File: config.mk
export PLATFORM = sky130hd
export DESIGN_NAME = step_counter
export DESIGN_NICKNAME = d
export VERILOG_FILES = /design/src/rtl/alu_pkg.sv /design/src/rtl/step_addsub.sv /design/src/rtl/step_counter.sv
export SDC_FILE = /design/constraint.sdc
export NUM_CORES = 1
export LEC_CHECK = 0
export ABC_CLOCK_PERIOD_IN_PS = 1900
export BUFFER_PORTS_ARGS = -buffer_cell sky130_fd_sc_hd__buf_2
export CORE_AREA = 2 2 39 41
export DETAILED_ROUTE_END_ITERATION = 8
export DIE_AREA = 0 0 41 43
export MAX_ROUTING_LAYER = met4
export PLACE_DENSITY = 0.76
export SLEW_MARGIN = 40
export SYNTH_ARGS = -nofsm -noshare
export SYNTH_HDL_FRONTEND = slang
export SYNTH_SLANG_ARGS = --single-unit
export TNS_END_PERCENT = 50
File: constraint.sdc
create_clock -name clk -period 1.9 [get_ports clk]
set_input_delay 0.285 -clock clk [delete_from_list [all_inputs] [get_ports clk]]
set_output_delay 0.285 -clock clk [all_outputs]
set_load 0.03 [all_outputs]
File: src/rtl/alu_pkg.sv
// Shared ALU datapath constants: count direction encoding and default datapath width.
package alu_pkg;
   localparam logic DIR_DOWN = 1'b0;
   localparam logic DIR_UP   = 1'b1;
   localparam int   ALU_W    = 4;
endpackage

File: src/rtl/step_addsub.sv
// Generalised add/subtract stage: {cout, y} = a + b (up) or a - b (down).
// When subtracting, cout is the borrow out of the top bit.
module step_addsub
   import alu_pkg::*;
#(
   parameter int WIDTH = ALU_W
) (
   input  logic [WIDTH-1:0] a,
   input  logic [WIDTH-1:0] b,
   input  logic             dir,
   output logic [WIDTH:0]   y
);
   always_comb begin
      if (dir == DIR_UP) y = {1'b0, a} + {1'b0, b};
      else               y = {1'b0, a} - {1'b0, b};
   end
endmodule

File: src/rtl/step_counter.sv
// Registered up/down step counter with load, carry/borrow pulse and terminal flags.
// Optional saturating mode is built in when ALU_CNT_SAT_EN is defined.
module step_counter
   import alu_pkg::*;
#(
   parameter int               WIDTH   = ALU_W,
   parameter logic [WIDTH-1:0] RST_VAL = '0
) (
   input  logic             clk,
   input  logic             rst_n,
   input  logic             load,
   input  logic [WIDTH-1:0] d,
   input  logic             en,
   input  logic             dir,
   input  logic [WIDTH-1:0] step,
   input  logic             sat,
   output logic [WIDTH-1:0] q,
   output logic             zero,
   output logic             tc,
   output logic             cb,
   output logic             sat_hit
);
   logic [WIDTH:0]   res;
   logic             sat_mode;
   logic [WIDTH-1:0] q_nxt;
   logic             cb_nxt;
   logic             sat_hit_nxt;

   step_addsub #(.WIDTH(WIDTH)) u_addsub (
      .a   (q),
      .b   (step),
      .dir (dir),
      .y   (res)
   );

`ifdef ALU_CNT_SAT_EN
   assign sat_mode = sat;
`else
   logic unused_sat;
   assign unused_sat = sat;
   assign sat_mode   = 1'b0;
`endif

   always_comb begin
      q_nxt       = q;
      cb_nxt      = 1'b0;
      sat_hit_nxt = 1'b0;
      if (load) begin
         q_nxt = d;
      end else if (en) begin
         // The out-of-range bit doubles as the clamp trigger in saturate mode.
         if (sat_mode && res[WIDTH]) begin
            q_nxt       = (dir == DIR_UP) ? '1 : '0;
            sat_hit_nxt = 1'b1;
         end else begin
            q_nxt  = res[WIDTH-1:0];
            cb_nxt = res[WIDTH];
         end
      end
   end

   always_ff @(posedge clk or negedge rst_n) begin
      if (!rst_n) begin
         q       <= RST_VAL;
         zero    <= (RST_VAL == '0);
         cb      <= 1'b0;
         sat_hit <= 1'b0;
      end else begin
         q       <= q_nxt;
         zero    <= (q_nxt == '0);
         cb      <= cb_nxt;
         sat_hit <= sat_hit_nxt;
      end
   end

   assign tc = (dir == DIR_DOWN) ? (q == '0) : (q == '1);
endmodule

# == After elaboration in Yosys (flattened, before gate mapping) ==
# Index checks and enable logic that the tools add are counted.
# W data, S select, Z words.
# op_classes
n_eq_ne,1
muxes,6
addsub,2
n_reduce_logical,2
# ops
cell,count
$logic_not A4 Y1,2
$mux W4,2
$add A4 B4 Y5,1
$mux W5,1
$sub A4 B4 Y5,1
$eq A4 B4 Y1 const B,1
$mux W1,3
# word_totals
out_inout_bits,8
in_bits,14
ff_bits,6

# == Longest topological paths before layout ==
# Gate-level depths: netlist of the first run.
# depth
word_depth,5
ltp_mapped,9
mapped_depth_nobuf,9

# == Modules after synthesis ==
# From an unflattened synthesis of the first run, not the netlist that was laid out.
# hier_totals
hier_cells,50
hier_area_um2,490.5
# by_module_without_submodules
module,seq_area_each_um2,cells_each,instances,area_each_um2
step_counter,151.4,27,1,295.3
step_addsub,0.0,23,1,195.2

# == Least setup slack after synthesis of the first run ==
# Ideal clock, no wire load.
# synth_path
path_kind,reg-to-output
start,register q[1]
end,output tc
n_path_buf,0
t_arrival_ps,1731
t_required_ps,1615
stages_incl_launch_ff,3
slack_ps,-116
path_cell_list,dfrtp_1 -> or4_1 -> o21ai_0
# synth_via
elab_chain_len,2
# synth_rtl
element,line,rtl
start: declaration,step_counter.sv:17,"output logic [WIDTH-1:0] q,"
start signal: assignment,step_counter.sv:69,q <= q_nxt;
$eq A4 B4 Y1 / $logic_not A4 Y1 (equally long branches),step_counter.sv:76,assign tc = (dir == DIR_DOWN) ? (q == '0) : (q == '1);
$mux W1 *,step_counter.sv:76,
end: declaration,step_counter.sv:19,"output logic tc,"
# Every way passes the cells marked *; elsewhere a longest branch is shown, timed or not.

# == Worst setup path after layout of the first run ==
# Same ends and word-level chain as after synthesis.

==> results.cfg, run 1 <==
[global_route]
grt-ovfl-total = 0
grt_pass1_wl_um = 1970
grt_start_max_net_pins = 11
antenna_found_initial = 0
grtUsageTotal_pct = 17.0
first_global_vias = 512

[layout]
layout-drive-gt1-share_pct = 57.1
fillers = 105
stdcell_count = 107
layout_common_cells = buf_2 (16), buf_4 (13), ha_1 (4), dfrtp_1 (4)
n_antenna_cell = 0
fin_util_pct = 63.8
area_growth_pct = 67.3
nets = 113
layout_commonest_cell = buf_2

[floorplan]
dieArea_mm2 = 0.00176
io_pins = 22
floorplan.initialDensity_pct = 38.2
rows = 14
die_w_um = 41
core_region_area_mm2 = 0.00138
fp.dieH_um = 43

[cts]
path_clk_slew_ns = 0.05
cts_tree = built
clock-sinks = 6
cts_buffers = 3
h-tree-depth = 1
clockBufferDepth = 2
clock-root-buffer = clkbuf_4
clk_latency_ns = 0.24

[pwr]
seqPwrFrac_pct = 25.1
p_leak_uw = 0.000430
p_int_uw = 415
p_clk_share_pct = 18.0
power.density_mw_per_mm2 = 765
power_switching_uw = 261
power.share.switching_pct = 38.6
power_uw = 676
peakVddDrop_uv = 682
p_comb_share_pct = 56.9

[drt]
routed_via_density = 4.98
routed_wl_um = 1340
drtIter0Drc = 2
drtAntennaViolNets = 0
vias = 533
route.detailed.drc = 0
avgRoutedWirePerCell_um = 12.5
firstDrtPassIters = 4

[synthesis]
ys_seq_elements = 6
yosys.area_share.adder_pct = 18.0
ys.warnings.count = 0
synth_top_family_by_area = simple AND/OR/NAND/NOR gates
ys_types = 28
syn-num-nets = 78
seq_area_frac_synth_pct = 28.7
yosysTopAreaCell = dfrtp_1
postSynth.asyncResetShare_pct = 100
synth.avg_cell_area_um2 = 9.26
synth_area_um2 = 528
synth-edff-count = 0
synth_flop_cell = dfrtp_1
synthTopCellsByArea = dfrtp_1 (24%), ha_1 (14%), mux2i_1 (5.7%)
yosys.area_share.simple_pct = 20.4
synth_compound_gate_area_share_pct = 10.2
synth-xor-area-share_pct = 4.98
synth.top_cell.area_share_pct = 23.7
synth.area.mux_share_pct = 9.95
syn_inst = 57

[worst_setup_path]
arrival_ns = 1.57
r2r_start = q[0]
path_class = reg -> out
crit_start = q[1]
worstSetupEndpointType = output port
cp.required_ns = 1.62
crit_fanout = 4
critPathLaunchType = flop

[sta]
post-route-period-util_pct = 97.7
grt_setup_unrepaired = true
timing.final.ws_setup_ns = 0.0440
timing.fmax_mhz = 539
period_needed_ns = 1.86
finalSetupViolations = 0
finClkSkew_ns = 0.00831
finalHoldViolations = 0
maxSlewViolCount = 0

[status]
outcome = complete, no violations

[run]
maxCapViolCount = 0

[placement]
portBuffers = 19
globalplace.congestion = 0.734
dp_slack_ns = -0.303
dp.final_hpwl_um = 966
place_inst = 98

[min_path]
hp-class = in -> reg
hp-start = d[1]
## cell families (layout without fill, tap and decap cells)
kind of cell	count (synthesis)	count (layout)
and+or+nand+nor	18	18
xor gates and xnor gates	3	3
adders and majority gates	7	7
other	1	1
buffers and inverters	8	42
AOI/OAI and AO/OA	9	9
DFF	6	6
muxes	5	5
## final timing paths
path / slack, ns / cells past startpoint / endpoint
worst max register to register: 0.09 / 7 / zero
worst max-delay path: 0.04 / 4 / tc
worst min-delay path: 0.32 / 2 / q[1]
worst min register to register: 0.75 / 3 / zero
min in group asynchronous: 0.39 / 2 / cb
max in group asynchronous: 1.29 / 2 / zero
## metrics by stage
stage               instance area (µm²)  setup TNS, ns  hold slack, ns
floorplan                           528        -0.0708         -0.0106
global placement                    688         -0.497           0.108
detailed placement                  688         -0.721           0.108
CTS                                 751              0           0.309
global route                        883        -0.0798           0.306
finish                              883              0           0.321
## flip-flops by register name, indices dropped and copies added (netlist names)
| register | count |
|---|---|
| q | 4 |
| zero | 1 |
| cb | 1 |
## area by class of cell
class	instances	area, µm²	area share (%)
multi-input cells	43	445	50.4
repair buffers	32	214	24.2
flip-flops and latches	6	153	17.3
clock buffers	4	26.3	2.97
inverters	6	25.0	2.83
well taps	16	20.0	2.27
## repair_timing
action,4_1_cts,5_1_grt
pin swaps,5,10
setup endpoints to repair,3,4
endpoints found under the hold margin,5,0
resized for setup,8,21
hold buffers,1,0
buffers inserted,0,4
## routing by layer
metal | routed length, µm | global-route usage (%) | vias to the layer above
met4 | 0 | 4.67 | 0
met2 | 697 | 29.4 | 14
met3 | 54 | 4.71 | 0
li1 | - | - | 267
met1 | 583 | 17.7 | 252
met5 | 0 | - | -
## critical path: stages (launching register included)
cell and delay, ns:
dfrtp_1 0.38, buf_4 0.15, or4_1 0.50, o21ai_1 0.13, buf_4 0.17
## synthesized netlist by cell type, types with 2 or more instances
| library cell | n |
|---|---|
| nand2_1 | 2 |
| nand3_1 | 3 |
| buf_4 | 2 |
| mux2i_1 | 3 |
| o21ai_0 | 4 |
| mux2_2 | 2 |
| ha_1 | 6 |
| inv_1 | 6 |
| xor2_1 | 2 |
| nor2_1 | 4 |
| dfrtp_1 | 5 |
| a21oi_1 | 2 |
## power by group through the flow
stage	Clock (µW)	Sequential, µW	Combinational (µW)
after floorplan	0	213	133
after CTS	129	167	303
after detailed placement	0	169	282
after global placement	0	168	274
after global routing	141	173	419
final	122	170	384
Note: power is estimated with default switching activity, not from simulation.
==> run 2, diff against run 1 <==
==> constraint.sdc (replaced) <==
create_clock -name clk -period 1.9 [get_ports clk]
set_input_delay 0 -clock clk [delete_from_list [all_inputs] [get_ports clk]]
set_output_delay 0 -clock clk [all_outputs]
set_load 0.03 [all_outputs]
==> results.cfg, run 2 (synthesized netlist as in run 1, its figures left out) <==
[worst_setup_path]
critPathBufInv = 1
r2r-end = zero
arrival_ns = 1.94
critPathLaunchType = flop
crit_slowest_cell = fa_1
crit_fanout = 2
path_class = reg -> reg
crit_start = q[0]
critPathTopFamily = adder cells
cp.required_ns = 2.04
reg2regPathDepth = 6
endpoint = zero
worstSetupEndpointType = flop
worst-path-stages = 6
critPathMaxStageDelay_ns = 0.49
timing.reg2reg.setup_slack_ns = 0.1
crit_path_cell_trace = ha_1 > inv_1 > fa_1 > mux2i_1 > mux2_2 > nor4_2
r2r_start = q[0]

[pwr]
p_leak_uw = 0.000364
power.density_mw_per_mm2 = 800
power_uw = 550
peakVddDrop_uv = 492

[placement]
globalplace.congestion = 0.742
portBuffers = 19
dp.final_hpwl_um = 925
dp_slack_ns = 0.0174

[cts]
clockBufferDepth = 2
cts_buffers = 3
clock-root-buffer = clkbuf_4
path_clk_slew_ns = 0.05
cts_tree = built
clock-sinks = 6
h-tree-depth = 1
clk_latency_ns = 0.24
cts_resized = 0
post-cts-setup-buffer-count = 0

[sta]
timing.final.ws_setup_ns = 0.0985
finalSetupViolations = 0
hold_ws_ns = 0.0421
grt_setup_unrepaired = false
period_needed_ns = 1.80
finalSetupTns_ns = 0
finalHoldViolations = 0
post-route-period-util_pct = 94.8
timing.fmax_mhz = 555
maxSlewViolCount = 0
finClkSkew_ns = 0.00550

[global_route]
grt_pass1_wl_um = 1620
grtUsageTotal_pct = 13.9
first_global_vias = 414
antenna_found_initial = 0
grt-ovfl-total = 0
grt_start_max_net_pins = 11

[layout]
layout-drive-gt1-share_pct = 35.4
seqCellArea_um2 = 151
fillers = 137
reg_top3 = q (4), cb (1), zero (1)
multi_input_area_um2 = 339
area_growth_pct = 30.1
layout_commonest_cell = buf_2
top_register = q
n_antenna_cell = 0
layout_common_cells = buf_2 (19), inv_1 (6), ha_1 (6)
nets = 104
largest_reg_flops = 4

[drt]
drtIter0Drc = 7
firstDrtPassIters = 4
routed_via_density = 4.91
avgRoutedWirePerCell_um = 11.1
met3_length_um = 52
vias = 481
routed_wl_um = 1090
highest_layer = met3
m1WireLength_um = 486
drtAntennaViolNets = 0
route.met2.wl_um = 551
route.detailed.drc = 0

[status]
outcome = complete, no violations

[floorplan]
floorplan.initialDensity_pct = 38.2
die_w_um = 41
rows = 14
fp.dieH_um = 43
io_pins = 22
dieArea_mm2 = 0.00176
core_region_area_mm2 = 0.00138

[run]
maxCapViolCount = 0

[min_path]
hp-class = in -> reg
## run 2: worst min-delay path by stage
stage           from  endpoint  cells past startpoint
2_1_floorplan  rst_n        cb                      0
3_3_place_gp   rst_n        cb                      1
3_5_place_dp   rst_n      q[3]                      1
4_1_cts         d[0]      q[0]                      3
5_1_grt         d[1]      q[1]                      2
6_report        d[0]      q[0]                      3
## run 2: worst register-to-register path, cell delays in order (launching register included)
cell	delay, ns
dfrtp_1	0.34
ha_1	0.17
inv_1	0.06
fa_1	0.49
mux2i_1	0.06
mux2_2	0.30
nor4_2	0.29
## run 2: area by class of cell
type                            instances  share of cell area, %
Clock buffer                            4                   3.83
Inverter                                6                   3.28
Multi-Input combinational cell         43                   49.4
Sequential cell                         6                   22.0
Tap cell                               16                   2.91
Timing Repair Buffer                   23                   18.6
## run 2: metal layers
metal	up-vias	track usage, %
met5	-	-
li1	251	-
met1	218	16.7
met4	0	4.00
met3	0	1.57
met2	12	23.1
## run 2: report_power, final
part | internal [µW] | switching (µW)
clock | 79.3 | 42.1
combinational | 109 | 152
sequential | 151 | 17.7
## run 2: repair_timing
action	CTS	global route
endpoints found under the setup margin	0	1
hold buffers	1	0
endpoints found under the hold margin	6	0
## run 2: stage by stage
| stage | utilization [%] | instance area (µm²) | instances |
|---|---|---|---|
| 2_1_floorplan | - | 528 | 57 |
| 3_3_place_gp | 47.0 | 651 | 93 |
| 3_5_place_dp | 47.0 | 651 | 93 |
| 4_1_cts | 49.6 | 687 | 98 |
| 5_1_grt | 49.6 | 687 | 98 |
| 6_report | 49.6 | 687 | 98 |
